### config.mk
export PLATFORM = sky130hd
export DESIGN_NAME = jesd204b_tpl_tx_mapper
export DESIGN_NICKNAME = d
export VERILOG_FILES = /design/src/rtl/jesd204b_tx_pkg.sv /design/src/rtl/jesd204b_tpl_lane_pack.sv /design/src/rtl/jesd204b_tpl_tx_mapper.sv
export SDC_FILE = /design/constraint.sdc
export NUM_CORES = 1
export LEC_CHECK = 0
export BUFFER_PORTS_ARGS = -buffer_cell sky130_fd_sc_hd__buf_4
export CORE_MARGIN = 2
export CORE_UTILIZATION = 45
export CTS_CLUSTER_DIAMETER = 80
export CTS_CLUSTER_SIZE = 10
export DETAILED_ROUTE_END_ITERATION = 6
export GPL_TIMING_DRIVEN = 0
export HOLD_SLACK_MARGIN = 0.06
export PLACE_DENSITY = 0.8
export SETUP_SLACK_MARGIN = 0.2
export SLEW_MARGIN = 10
export SYNTH_ARGS = -nofsm -noshare
export SYNTH_HDL_FRONTEND = slang
export SYNTH_SLANG_ARGS = --single-unit
### constraint.sdc
create_clock -name clk -period 1.8 [get_ports clk]
set_input_delay 0.18 -clock clk [delete_from_list [all_inputs] [get_ports clk]]
set_output_delay 0.18 -clock clk [all_outputs]
set_load 0.05 [all_outputs]
### src/rtl/jesd204b_tx_pkg.sv
// Shared geometry helpers and sample-word assembly for the JESD204B TX transport-layer mapper.
package jesd204b_tx_pkg;

    function automatic int cpl_f(input int m, input int l);
        return (m + l - 32'sd1) / l;
    endfunction

    function automatic int m_pad_f(input int m, input int l);
        return cpl_f(m, l) * l;
    endfunction

    function automatic int tail_f(input int np, input int n, input int cs);
        return np - n - cs;
    endfunction

    function automatic int f_octets_f(input int s, input int np, input int cpl);
        return (s * np * cpl) / 32'sd8;
    endfunction

    // Ceiling log2 with a floor of 1 so single-value counters still get a bit.
    function automatic int clog2_f(input int v);
        int r;
        r = 32'sd0;
        for (int i = 0; i < 31; i++) begin
            if ((32'sd1 << i) < v) begin
                r = i + 32'sd1;
            end else begin
                r = r;
            end
        end
        return (r < 32'sd1) ? 32'sd1 : r;
    endfunction

    // {sample, ctrl, zero tail} right-aligned in 64 bits; callers cast down to NP.
    function automatic logic [63:0] sample_word(input logic [63:0] data, input logic [63:0] ctrl,
                                                input int n, input int cs, input int np);
        logic [63:0] mask_n;
        logic [63:0] mask_cs;
        int          t;
        t       = tail_f(np, n, cs);
        mask_n  = (64'd1 << n) - 64'd1;
        mask_cs = (64'd1 << cs) - 64'd1;
        return ((data & mask_n) << (cs + t)) | ((ctrl & mask_cs) << t);
    endfunction

endpackage

### src/rtl/jesd204b_tpl_lane_pack.sv
// Combinational packer for one lane: CPL converters x S samples, word 0 in the most-significant position.
module jesd204b_tpl_lane_pack
    import jesd204b_tx_pkg::*;
#(
    parameter int N   = 11,
    parameter int CS  = 2,
    parameter int NP  = 16,
    parameter int S   = 1,
    parameter int CPL = 2
) (
    input  logic [S*CPL*N-1:0]  s_data,
    input  logic [S*CPL*CS-1:0] s_ctrl,
    output logic [S*CPL*NP-1:0] lane
);

    localparam int WPL = S * CPL;

    genvar k, s;
    generate
        for (k = 0; k < CPL; k++) begin : g_conv
            for (s = 0; s < S; s++) begin : g_smp
                localparam int W   = k * S + s;
                localparam int POS = (WPL - 1 - W) * NP;
                assign lane[POS +: NP] = NP'(sample_word(64'(s_data[W*N +: N]), 64'(s_ctrl[W*CS +: CS]),
                                                         N, CS, NP));
            end
        end
    endgenerate

endmodule

### src/rtl/jesd204b_tpl_tx_mapper.sv
// JESD204B TX transport-layer mapper: handshake, output register and multiframe counter.
// Optional build macro TPL_TX_TEST_PATTERN_EN adds a ramp test-pattern source (tpat_en).
module jesd204b_tpl_tx_mapper
    import jesd204b_tx_pkg::*;
#(
    parameter int L  = 4,
    parameter int M  = 8,
    parameter int N  = 11,
    parameter int CS = 2,
    parameter int NP = 16,
    parameter int S  = 1,
    parameter int K  = 32
) (
    input  logic                                        clk,
    input  logic                                        reset_n,
    input  logic                                        en,
`ifdef TPL_TX_TEST_PATTERN_EN
    input  logic                                        tpat_en,
`endif
    input  logic                                        s_valid,
    output logic                                        s_ready,
    input  logic [S*M*N-1:0]                            s_data,
    input  logic [S*M*CS-1:0]                           s_ctrl,
    output logic                                        m_valid,
    input  logic                                        m_ready,
    output logic [L*f_octets_f(S, NP, cpl_f(M, L))*8-1:0] m_data,
    output logic                                        m_sof,
    output logic                                        m_somf,
    output logic [clog2_f(K)-1:0]                       frame_cnt
);

    localparam int CPL   = cpl_f(M, L);
    localparam int M_PAD = m_pad_f(M, L);
    localparam int F     = f_octets_f(S, NP, CPL);
    localparam int FW    = clog2_f(K);
    localparam int LW    = F * 8;

    generate
        if (NP < N + CS) begin : g_err_np
            $error("jesd204b_tpl_tx_mapper: NP must be >= N+CS");
        end
        if (((S * NP * CPL) % 8) != 0) begin : g_err_oct
            $error("jesd204b_tpl_tx_mapper: S*NP*CPL must be a multiple of 8");
        end
    endgenerate

    logic [S*M*N-1:0]      data_s;
    logic [S*M_PAD*N-1:0]  data_pad_s;
    logic [S*M_PAD*CS-1:0] ctrl_pad_s;
    logic [L*LW-1:0]       mapped_s;
    logic                  s_ready_s;
    logic                  accept_s;
    logic                  xfer_s;
    logic [FW-1:0]         frame_inc_s;
    logic [FW-1:0]         next_idx_s;
    logic                  m_valid_r;
    logic [L*LW-1:0]       m_data_r;
    logic                  m_sof_r;
    logic                  m_somf_r;
    logic [FW-1:0]         frame_cnt_r;

`ifdef TPL_TX_TEST_PATTERN_EN
    logic [N-1:0] ramp_r;

    genvar c, s;
    generate
        for (c = 0; c < M; c++) begin : g_tp_conv
            for (s = 0; s < S; s++) begin : g_tp_smp
                assign data_s[(c*S+s)*N +: N] = tpat_en ? (ramp_r + N'(c * S + s))
                                                        : s_data[(c*S+s)*N +: N];
            end
        end
    endgenerate

    // Ramp seed advances by S per accepted frame so the pattern is continuous per converter.
    always_ff @(posedge clk or negedge reset_n) begin
        if (!reset_n) begin
            ramp_r <= {N{1'b0}};
        end else if (accept_s) begin
            ramp_r <= ramp_r + N'(S);
        end else begin
            ramp_r <= ramp_r;
        end
    end
`else
    assign data_s = s_data;
`endif

    // Padding converters beyond M become all-zero words through zero extension.
    assign data_pad_s = (S*M_PAD*N)'(data_s);
    assign ctrl_pad_s = (S*M_PAD*CS)'(s_ctrl);

    genvar l;
    generate
        for (l = 0; l < L; l++) begin : g_lane
            jesd204b_tpl_lane_pack #(
                .N   (N),
                .CS  (CS),
                .NP  (NP),
                .S   (S),
                .CPL (CPL)
            ) u_lane_pack (
                .s_data (data_pad_s[l*S*CPL*N +: S*CPL*N]),
                .s_ctrl (ctrl_pad_s[l*S*CPL*CS +: S*CPL*CS]),
                .lane   (mapped_s[l*LW +: LW])
            );
        end
    endgenerate

    assign s_ready_s   = reset_n && en && (!m_valid_r || m_ready);
    assign accept_s    = s_valid && s_ready_s;
    assign xfer_s      = m_valid_r && m_ready;
    assign frame_inc_s = (frame_cnt_r == FW'(K - 1)) ? {FW{1'b0}} : (frame_cnt_r + FW'(1'b1));
    // A frame loaded while the previous one leaves takes the following index.
    assign next_idx_s  = xfer_s ? frame_inc_s : frame_cnt_r;

    // Output register stage and multiframe position tracking.
    always_ff @(posedge clk or negedge reset_n) begin
        if (!reset_n) begin
            m_valid_r   <= 1'b0;
            m_data_r    <= {(L*LW){1'b0}};
            m_sof_r     <= 1'b0;
            m_somf_r    <= 1'b0;
            frame_cnt_r <= {FW{1'b0}};
        end else begin
            if (accept_s) begin
                m_valid_r <= 1'b1;
                m_data_r  <= mapped_s;
                m_sof_r   <= 1'b1;
                m_somf_r  <= (next_idx_s == {FW{1'b0}});
            end else if (xfer_s) begin
                m_valid_r <= 1'b0;
                m_sof_r   <= 1'b0;
                m_somf_r  <= 1'b0;
            end else begin
                m_valid_r <= m_valid_r;
                m_sof_r   <= m_sof_r;
                m_somf_r  <= m_somf_r;
            end
            if (xfer_s) begin
                frame_cnt_r <= frame_inc_s;
            end else if (!m_valid_r && !en) begin
                frame_cnt_r <= {FW{1'b0}};
            end else begin
                frame_cnt_r <= frame_cnt_r;
            end
        end
    end

    assign s_ready   = s_ready_s;
    assign m_valid   = m_valid_r;
    assign m_data    = m_data_r;
    assign m_sof     = m_sof_r;
    assign m_somf    = m_somf_r;
    assign frame_cnt = frame_cnt_r;

endmodule

==> results.sh <==
export IMPL_run_status="finished, violations left"
export IMPL_violations="negative hold slack"
export IMPL_cpMostUsedCell="ha_4"
export IMPL_crit_type="reg2reg"
export IMPL_layout_common_cells="buf_4, dfrtp_1, dlygate4sd3_1"
export IMPL_dp_cells=675
export IMPL_yosys_warnings=0
export IMPL_p_clk_frac=0.197
export IMPL_grt_pass1_wl_um=21800
export IMPL_post_synth_cell_area_avg_um2=15.4
export IMPL_cts_hold_buf=104
export IMPL_io_buffers=221
export IMPL_coreArea_um2=9860
export IMPL_rows=36
export IMPL_switching_share=0.410
export IMPL_stdcell_count=801
export IMPL_crit_slowest_cell="dfrtp_2"
export IMPL_vias=3827
export IMPL_period_share=0.872
export IMPL_synthArstFlopShare=1.00
export IMPL_clockBufferDepth=2
export IMPL_r2r_end="m_somf"
export IMPL_ant_nets=0
export IMPL_r2r_start="frame_cnt[0]"
export IMPL_syn2layout_area_growth_pct=72.2
export IMPL_hpwl_um=8250
export IMPL_drive_gt1_frac=0.585
export IMPL_placed_area_um2=6550
export IMPL_fillers=527
export IMPL_postLayoutCellArea_um2=7920
export IMPL_place_ws_ns=-0.488
export IMPL_ys_seq_area_frac=0.604
export IMPL_io_pin_count=246
export IMPL_critPathMaxFanout=3
export IMPL_drc=0
export IMPL_ys_flop_type="dfrtp_1"
export IMPL_finalCriticalPeriod_ns=1.57
export IMPL_antenna_found_initial=0
export IMPL_die_w_um=105
export IMPL_worstMarginPinSlew_ns=0.638
export IMPL_combPwrFrac=0.440
export IMPL_setup_ws_ns=0.231
export IMPL_hp_class="in2async"
export IMPL_layout_commonest_cell="buf_4"
export IMPL_cts_clk_slew_worst_paths_ns=0.11
export IMPL_whs_ns=-0.274
export IMPL_wl_um=13800
export IMPL_drt_first_pass_iters=4
export IMPL_hold_viol=111
export IMPL_die_area_um2=11000
export IMPL_h_tree_depth=3
export IMPL_synth_seq_cells=111
export IMPL_cp_start_kind="flop"
export IMPL_worst_ep_arrival_time_ns=1.84
export IMPL_cts_tree="done"
export IMPL_reg2reg_slack_ns=0.23
export IMPL_root_buffer="clkbuf_8"
export IMPL_irDropWorstVdd_uv=721
export IMPL_die_h_um=105
export IMPL_clkLatencyLatePin_ns=0.37
export IMPL_cap_violations=0
export IMPL_worst_setup_path_end_kind="flop"
export IMPL_drt_iter0_drc=111
export IMPL_multi_input_area_um2=1660
export IMPL_antennaDiodeCount=0
export IMPL_grt_start_max_net_pins=114
export IMPL_syn_area_um2=4600
export IMPL_synth_edff_count=0
export IMPL_initial_core_util=0.466
export IMPL_grt_overflow=0
export IMPL_grt_setup_unrepaired="true"
export IMPL_cts_buffers=9
export IMPL_intPower_uw=5360
export IMPL_slowest_delay_ns=0.45
export IMPL_seq_area_um2=2780
export IMPL_clock_sinks=111
export IMPL_slew_violations=0
export IMPL_leakage_uw=0.00392
export IMPL_startpoint="frame_cnt[0]"
export IMPL_wl_per_cell_um=17.2
export IMPL_p_per_area_nw_per_um2=1150
export IMPL_ff2ff_path_depth=6
export IMPL_relSlewSlack=0.575
export IMPL_power_switching_uw=3730
export IMPL_viasPerCell=4.78
export IMPL_nets=774
export IMPL_grt_usage=0.255
export IMPL_grt_pass1_vias=4252
export IMPL_pwr_share_seq=0.363
export IMPL_fin_skew_ns=0.00542
export IMPL_path_cells="ha_4 -> and3_4 -> ha_4 -> nor3_2 -> a31oi_1 -> o31ai_1"
export IMPL_place_congestion=0.781
export IMPL_setup_viol=0
export IMPL_netlist_instances=298
export IMPL_synthDistinctLibCells=30
export IMPL_max_freq_ghz=0.637
export IMPL_required_ns=2.07
synth_stat cells, types with 2 or more instances:
master	n	area (um2)
and3_1	2	12.5
buf_4	25	188
o21ai_0	4	20.0
nand2_1	4	15.0
buf_6	4	45.0
a22o_1	3	26.3
mux2_2	79	890
clkbuf_1	3	11.3
mux2_1	9	101
a21oi_1	2	10.0
ha_1	2	25.0
nand3_1	2	10.0
nor3_1	3	15.0
nand2b_1	2	12.5
nand3b_1	2	15.0
buf_2	8	40.0
dfrtp_1	111	2780
nor2b_1	4	25.0
mux2_4	18	270
registers in the layout (all words and copies together), names as in the netlist:
signal and flops:
m_somf 1, m_sof 1, frame_cnt 5, m_data 104
layer usage:
layer  wire, um  GRT usage  vias to the layer above
met3        808     0.0630                       43
li1           -          -                     1723
met1       4780      0.264                     1887
met5          0          0                        -
met4        542      0.128                        0
met2       7670      0.474                      174
per-stage QoR:
step / TNS (ns) / util / total power, uW
3_5_place_dp: -38.78 / 0.664 / 7080
5_1_grt: 0 / 0.802 / 9420
3_3_place_gp: -76.26 / 0.664 / 7000
6_report: 0 / 0.802 / 9090
2_1_floorplan: 0 / - / 5810
4_1_cts: 0 / 0.799 / 9060
cell families after synthesis:
group | synth area share
flip-flops | 0.604
multiplexers | 0.277
buffers and inverters | 0.0626
AND/OR/NAND/NOR | 0.0299
AO/OA/AOI/OAI | 0.0185
adder cells (fa/ha/maj) | 0.00544
other | 0.000816
XOR/XNOR | 0.00191
worst max path at each step:
stage                   end  slack [ns]  cells after the start
6_report             m_somf        0.23                      6
5_1_grt         m_data[126]        0.19                      5
4_1_cts              m_somf        0.21                      6
3_5_place_dp    m_data[109]       -0.49                      5
3_3_place_gp     m_data[86]       -0.84                      5
2_1_floorplan  frame_cnt[4]        0.12                      5
area by class of cell:
class | count | area share
buffer | 40 | 0.0378
multi-input combinational | 169 | 0.210
tap | 133 | 0.0210
inverter | 1 | 0.000474
clock buffer | 9 | 0.0156
timing repair buffer | 331 | 0.348
sequential | 111 | 0.352
clock inverter | 7 | 0.0152
worst max-delay path: cells and delay by family (launching register included):
family | cells | cell delay (ns)
compound gates | 2 | 0.35
simple gates | 2 | 0.29
flops | 1 | 0.45
fa+ha+maj | 2 | 0.38
power by group through the flow:
stage	logic (uW)	clock network [uW]	registers, uW
after floorplan	733	0	5080
after global placement	3720	0	3280
after detailed placement	3770	0	3310
after CTS	3970	1820	3270
after global routing	4140	1930	3350
final	4000	1790	3300
repair_timing:
item / in CTS / in global routing
resized for setup: 3 / 10
setup endpoints to repair: 107 / 100
pin swaps: 2 / 4
buffers inserted: 4 / 2
hold endpoints to repair: 215 / 111
Note: power is estimated with default switching activity, not from simulation.
